<file path="src/rtl/vga_line_sched.sv">
// vga_line_sched: captures one selected sensor line into a ping-pong pair of
// line-RAM banks, packing byte pairs into 16-bit words, and hands completed
// banks to the VGA reader through a req/ack/done handshake. A bank that is
// being filled or read is never offered to the other side.
module vga_line_sched #(
  parameter int ADDR_W    = 10,
  parameter int MAX_WORDS = 320,
  parameter int TO_US     = 40000
) (
  input  logic              clk_sys,
  input  logic              rst,
  input  logic              pluse_us,
  input  logic [15:0]       cfg_line,
  input  logic              cfg_arm,
  input  logic              cfg_cont,
  input  logic [15:0]       num_line,
  input  logic [15:0]       num_pclk,
  input  logic [7:0]        data_pclk,
  input  logic              data_vld,
  output logic [15:0]       ram_wdata,
  output logic [ADDR_W:0]   ram_waddr,
  output logic              ram_wren,
  input  logic              rd_req,
  output logic              rd_ack,
  output logic              rd_bank,
  input  logic              rd_done,
  output logic              cap_busy,
  output logic              cap_done,
  output logic              cap_err,
  output logic [ADDR_W:0]   word_cnt
);

  typedef enum logic [1:0] {S_IDLE, S_WAIT, S_CAP, S_COMMIT} state_t;

  localparam logic [1:0] B_FREE = 2'd0;
  localparam logic [1:0] B_FILL = 2'd1;
  localparam logic [1:0] B_FULL = 2'd2;
  localparam logic [1:0] B_READ = 2'd3;

  localparam int              TO_W    = $clog2(TO_US + 1);
  localparam logic [TO_W-1:0] TO_LAST = TO_W'(TO_US - 1);
  localparam logic [ADDR_W:0] MAX_W   = (ADDR_W + 1)'(MAX_WORDS);

  state_t            state_q, state_d;
  logic [1:0]        bank_q [2];
  logic [1:0]        bank_d [2];
  logic              cur_bank_q;
  logic              older_q;
  logic [7:0]        hi_q;
  logic [ADDR_W:0]   wcnt_q;
  logic [ADDR_W:0]   word_cnt_q;
  logic [TO_W-1:0]   to_cnt_q;
  logic              wren_q;
  logic [ADDR_W:0]   waddr_q;
  logic [15:0]       wdata_q;
  logic              rd_ack_q;
  logic              rd_bank_q;
  logic              cap_err_q;

  // Decodes shared by the FSM, datapath and bank bookkeeping
  logic line_hit, line_end, free_any, pick_bank, start_hit;
  logic odd_wr, last_word, to_fire, enter_cap, do_write;
  logic full0, full1, none_read, grant, grant_bank;

  assign line_hit   = data_vld && (num_line == cfg_line);
  assign line_end   = data_vld && (num_line != cfg_line);
  assign free_any   = (bank_q[0] == B_FREE) || (bank_q[1] == B_FREE);
  assign pick_bank  = (bank_q[0] == B_FREE) ? 1'b0 : 1'b1;
  assign start_hit  = line_hit && (num_pclk == '0) && free_any;
  assign odd_wr     = (state_q == S_CAP) && line_hit && num_pclk[0];
  assign last_word  = odd_wr && ((wcnt_q + 1'b1) == MAX_W);
  assign to_fire    = ((state_q == S_WAIT) || (state_q == S_CAP)) && pluse_us &&
                      (to_cnt_q == TO_LAST);
  assign enter_cap  = (state_q == S_WAIT) && (state_d == S_CAP);
  assign do_write   = odd_wr && !to_fire;

  // Reader side: only one bank may be out for reading at a time; when both
  // are full the one committed first goes out first.
  assign full0      = (bank_q[0] == B_FULL);
  assign full1      = (bank_q[1] == B_FULL);
  assign none_read  = (bank_q[0] != B_READ) && (bank_q[1] != B_READ);
  assign grant      = rd_req && none_read && (full0 || full1);
  assign grant_bank = (full0 && full1) ? older_q : full1;

  // FSM state register
  always_ff @(posedge clk_sys or posedge rst) begin
    if (rst) state_q <= S_IDLE;
    else     state_q <= state_d;
  end

  // FSM next-state logic; timeout has priority over line events
  always_comb begin
    state_d = state_q;
    case (state_q)
      S_IDLE:   if (cfg_arm) state_d = S_WAIT;
      S_WAIT: begin
        if (to_fire)        state_d = S_IDLE;
        else if (start_hit) state_d = S_CAP;
      end
      S_CAP: begin
        if (to_fire)                     state_d = S_IDLE;
        else if (line_end || last_word)  state_d = S_COMMIT;
      end
      S_COMMIT: state_d = cfg_cont ? S_WAIT : S_IDLE;
      default:  state_d = S_IDLE;
    endcase
  end

  // FSM outputs decoded from the state register
  always_comb begin
    cap_busy = (state_q != S_IDLE);
    cap_done = (state_q == S_COMMIT);
  end

  // Capture datapath: byte pairing, RAM write port, word counting
  always_ff @(posedge clk_sys or posedge rst) begin
    if (rst) begin
      wren_q     <= 1'b0;
      waddr_q    <= '0;
      wdata_q    <= '0;
      hi_q       <= '0;
      wcnt_q     <= '0;
      word_cnt_q <= '0;
      cur_bank_q <= 1'b0;
      cap_err_q  <= 1'b0;
    end else begin
      wren_q    <= do_write;
      cap_err_q <= to_fire;
      if (do_write) begin
        waddr_q <= {cur_bank_q, num_pclk[ADDR_W:1]};
        wdata_q <= {hi_q, data_pclk};
        wcnt_q  <= wcnt_q + 1'b1;
      end
      if (enter_cap) begin
        cur_bank_q <= pick_bank;
        hi_q       <= data_pclk;
        wcnt_q     <= '0;
      end else if ((state_q == S_CAP) && line_hit && !num_pclk[0]) begin
        hi_q <= data_pclk;
      end
      if (state_q == S_COMMIT) word_cnt_q <= wcnt_q;
    end
  end

  // Timeout counter: cleared on entering WAIT_LINE, counts us ticks while waiting/capturing
  always_ff @(posedge clk_sys or posedge rst) begin
    if (rst) begin
      to_cnt_q <= '0;
    end else if ((state_d == S_WAIT) && (state_q != S_WAIT)) begin
      to_cnt_q <= '0;
    end else if (((state_q == S_WAIT) || (state_q == S_CAP)) && pluse_us) begin
      to_cnt_q <= to_cnt_q + 1'b1;
    end
  end

  // Bank lifecycle; at most one event can hit a given bank in a cycle
  always_comb begin
    for (int i = 0; i < 2; i++) begin
      bank_d[i] = bank_q[i];
      if (enter_cap && (pick_bank == 1'(i)))
        bank_d[i] = B_FILL;
      if ((state_q == S_COMMIT) && (cur_bank_q == 1'(i)))
        bank_d[i] = B_FULL;
      if (to_fire && (state_q == S_CAP) && (cur_bank_q == 1'(i)))
        bank_d[i] = B_FREE;
      if (grant && (grant_bank == 1'(i)))
        bank_d[i] = B_READ;
      if (rd_done && (bank_q[i] == B_READ))
        bank_d[i] = B_FREE;
    end
  end

  // Bank state registers
  always_ff @(posedge clk_sys or posedge rst) begin
    if (rst) begin
      bank_q[0] <= B_FREE;
      bank_q[1] <= B_FREE;
    end else begin
      bank_q[0] <= bank_d[0];
      bank_q[1] <= bank_d[1];
    end
  end

  // Reader handshake and full-bank age ordering
  always_ff @(posedge clk_sys or posedge rst) begin
    if (rst) begin
      rd_ack_q  <= 1'b0;
      rd_bank_q <= 1'b0;
      older_q   <= 1'b0;
    end else begin
      rd_ack_q <= grant;
      if (grant) rd_bank_q <= grant_bank;
      // a bank committing while its partner is already full is the younger one
      if (state_q == S_COMMIT)
        older_q <= (bank_q[~cur_bank_q] == B_FULL) ? ~cur_bank_q : cur_bank_q;
    end
  end

  assign ram_wren  = wren_q;
  assign ram_waddr = waddr_q;
  assign ram_wdata = wdata_q;
  assign rd_ack    = rd_ack_q;
  assign rd_bank   = rd_bank_q;
  assign cap_err   = cap_err_q;
  assign word_cnt  = word_cnt_q;

endmodule

</file>
<file path="config.mk">
export PLATFORM = sky130hd
export DESIGN_NAME = vga_line_sched
export DESIGN_NICKNAME = d
export VERILOG_FILES = /design/src/rtl/vga_line_sched.sv
export SDC_FILE = /design/constraint.sdc
export NUM_CORES = 1
export LEC_CHECK = 0
export CAP_MARGIN = 20
export CORE_UTILIZATION = 45
export DETAILED_ROUTE_END_ITERATION = 12
export PLACE_DENSITY = 0.76
export SLEW_MARGIN = 20
export SYNTH_ARGS = -nofsm -noshare
export SYNTH_HDL_FRONTEND = slang
export SYNTH_SLANG_ARGS = --single-unit
export TNS_END_PERCENT = 100
</file>
<file path="constraint.sdc">
create_clock -name clk_sys -period 4.6 [get_ports clk_sys]
set_input_delay 0.69 -clock clk_sys [delete_from_list [all_inputs] [get_ports clk_sys]]
set_output_delay 0.69 -clock clk_sys [all_outputs]
set_load 0.05 [all_outputs]
</file>
==> flow_metrics.env <==
export IMPL_synth_nets=446
export IMPL_grt_pass1_wl_mm=16.0
export IMPL_setup_viol=0
export IMPL_p_comb_share_pct=19.7
export IMPL_crit_type="register to register"
export IMPL_place_gp_congestion=0.876
export IMPL_yosys_area_top_type="dfrtp_1"
export IMPL_synth_flop_cell="dfrtp_1"
export IMPL_slew_headroom_pct=40.2
export IMPL_register_area_sq_um=2130
export IMPL_synthTopCellsByArea="dfrtp_1, mux2_2, xor2_1"
export IMPL_multi_input_area_sq_um=2090
export IMPL_std_cell_rows=35
export IMPL_overflow=0
export IMPL_routedWlPerCell_microns=15.3
export IMPL_syn2layout_area_growth_pct=32.2
export IMPL_netlist_instances=374
export IMPL_antenna_found_initial=0
export IMPL_synth_warnings=0
export IMPL_post_place_ws_ps=949
export IMPL_setup_ws_ps=1290
export IMPL_dp_hpwl_mm=7.13
export IMPL_worst_setup_path_end_kind="register"
export IMPL_drive_above_1_share_pct=18.2
export IMPL_synth_top_area_share_pct=49.2
export IMPL_rsz0062_at_grt="false"
export IMPL_cts_hold_fix_buffers=0
export IMPL_grt_max_degree=55
export IMPL_final_nets=557
export IMPL_avgSynthCellArea_sq_um=11.6
export IMPL_cts_resized=0
export IMPL_routed_wl_mm=9.45
export IMPL_clkTransAtPathRegs_ps=100
export IMPL_seqPwrFrac_pct=48.6
export IMPL_root_buffer="clkbuf_8"
export IMPL_route_detailed_drc=0
export IMPL_cellPowerDensity_nw_per_um2=282
export IMPL_required_ps=4850
export IMPL_vias_per_cell=5.17
export IMPL_h_tree_depth=3
export IMPL_die_area_sq_um=10000
export IMPL_outcome="complete, no violations"
export IMPL_groute_usage_overall_pct=20.3
export IMPL_cts_sinks=85
export IMPL_max_clock_path_buffers=2
export IMPL_switchingPower_mw=0.501
export IMPL_synthArstFlopShare_pct=100
export IMPL_num_vias=3199
export IMPL_min_period_ps=3310
export IMPL_antenna_left=0
export IMPL_ir_worst_vdd_v=0.000178
export IMPL_arrival_ps=3550
export IMPL_num_antenna_cells=0
export IMPL_firstDrtPassIters=4
export IMPL_fill_cells=765
export IMPL_synth_cell_area_sq_um=4330
export IMPL_cp_max_fo=9
export IMPL_synth_edff_count=0
export IMPL_cts_buffers_inserted=9
export IMPL_post_cts_buffers=0
export IMPL_ys_seq_elements=85
export IMPL_clockPowerShare_pct=31.7
export IMPL_maxCapViolCount=0
export IMPL_p_leak_nw=2.56
export IMPL_die_w_microns=100
export IMPL_drt_iter0_markers=88
export IMPL_core_area_sq_um=9280
export IMPL_worst_pin_slew_ps=896
export IMPL_holdCritStartpoint="ram_wdata[2]"
export IMPL_die_y_microns=100
export IMPL_start_util_pct=46.6
export IMPL_cp_start_kind="register"
export IMPL_synth_yosys_seq_area_share_pct=49.2
export IMPL_clock_latency_ps=360
export IMPL_skew_ps=15.6
export IMPL_setup_tns_ps=0
export IMPL_hold_class="register to register"
export IMPL_io_buffers=107
export IMPL_internal_power_mw=1.11
export IMPL_finalHoldViolCount=0
export IMPL_max_freq_mhz=302
export IMPL_r2r_start="state_q[1]"
export IMPL_crit_start="state_q[1]"
export IMPL_switching_share_pct=31.0
export IMPL_post_route_period_util_pct=71.9
export IMPL_drv_slew=0
export IMPL_grt_pass1_vias=3310
export IMPL_io_pins=108
export IMPL_yosysUniqueCellTypes=58
export IMPL_cts_tree="yes"
cell families (layout without fill, tap and decap cells):
group,after synthesis,after routing,synth area share (%)
compound gates,42,42,7.49
simple gates,126,126,17.1
xor+xnor,40,40,8.10
buf+inv,25,141,2.69
fa+ha+maj,8,8,2.31
flops,85,85,49.2
mux,48,48,13.1
critical path, cell delays in order (launching register included):
cell and delay (ps):
dfrtp_1 420, inv_1 150, ha_1 360, and4_1 240, nand4_1 180, nor4_4 530, nor3_1 90, o21ai_0 260
nor4b_4 590, buf_4 300, a21oi_1 60
worst paths after layout:
path,to,slack (ps),depth (start not counted)
min in group asynchronous,ram_wdata[11],800,2
max in group asynchronous,to_cnt_q[0],2860,3
min,ram_wdata[2],510,1
max reg2reg,to_cnt_q[3],1290,10
max,to_cnt_q[3],1290,10
min reg2reg,ram_wdata[2],510,1
power by group through the flow:
stage / logic (mW) / clock network, mW / registers [mW]
finish: 0.318 / 0.512 / 0.785
global route: 0.348 / 0.551 / 0.787
CTS: 0.321 / 0.522 / 0.784
detailed placement: 0.320 / 0 / 0.799
global placement: 0.313 / 0 / 0.798
floorplan: 0.214 / 0 / 0.796
cells in the mapped netlist (2+ instances only):
library cell and n:
dfrtp_1 85, mux2_2 38, nor2_1 28, xor2_1 26
nand2_1 18, inv_1 15, xnor2_1 14, nand3_1 12
nor2_2 10, a21oi_1 9, nor3_1 9, o21ai_0 9
and3_1 8, ha_1 8, mux2_4 8, nor4_1 6
and2_1 5, nand4_1 5, or3_1 5, clkbuf_1 4
nor4_2 4, and4_1 3, buf_2 3, nand2b_1 3
buf_6 2, mux2i_1 2, o2111a_1 2, o211ai_1 2
o22ai_1 2
state kept, by name, summed over array words and instances, names as in the netlist:
signal	cells
ram_waddr	11
word_cnt	11
rd_ack	1
cur_bank_q	1
state_q	2
hi_q	8
to_cnt_q	16
ram_wren	1
ram_wdata	16
cap_err	1
older_q	1
bank_q	4
wcnt_q	11
rd_bank	1
stage by stage:
step / std cells / cell area [sq um] / power (mW) / hold WS, ps / util, %
after floorplan: 374 / 4330 / 1.01 / 476 / -
after global placement: 603 / 5530 / 1.11 / 488 / 59.5
after detailed placement: 603 / 5530 / 1.12 / 493 / 59.5
after CTS: 619 / 5720 / 1.63 / 517 / 61.6
after global routing: 619 / 5720 / 1.69 / 534 / 61.6
final: 619 / 5720 / 1.61 / 515 / 61.6
metal layers:
metal / part of all wire [%] / GRT usage, % / vias up
met3: 6.3 / 5.71 / 13
met2: 49 / 34.7 / 91
met1: 43 / 25.2 / 1549
met5: 0 / 0 / -
met4: 1.3 / 5.69 / 0
li1: - / - / 1546
cells in the final DEF, fill, tap and decap left out, drive strengths merged, types with 11 or more instances in the layout:
master,count
xnor2,14
dfrtp,85
inv,18
nor2,38
nor4,11
nand3,12
xor2,26
mux2,46
clkdlybuf4s50,107
nand2,18
cell type report:
| type | count | share of cell area (%) |
|---|---|---|
| clock buffer | 9 | 2.17 |
| clock inverter | 7 | 1.16 |
| inverter | 15 | 1.01 |
| multi-input combinational | 264 | 36.5 |
| sequential | 85 | 37.2 |
| tap | 129 | 2.82 |
| timing repair buffer | 110 | 19.1 |
(Power assumes the default switching activity.)
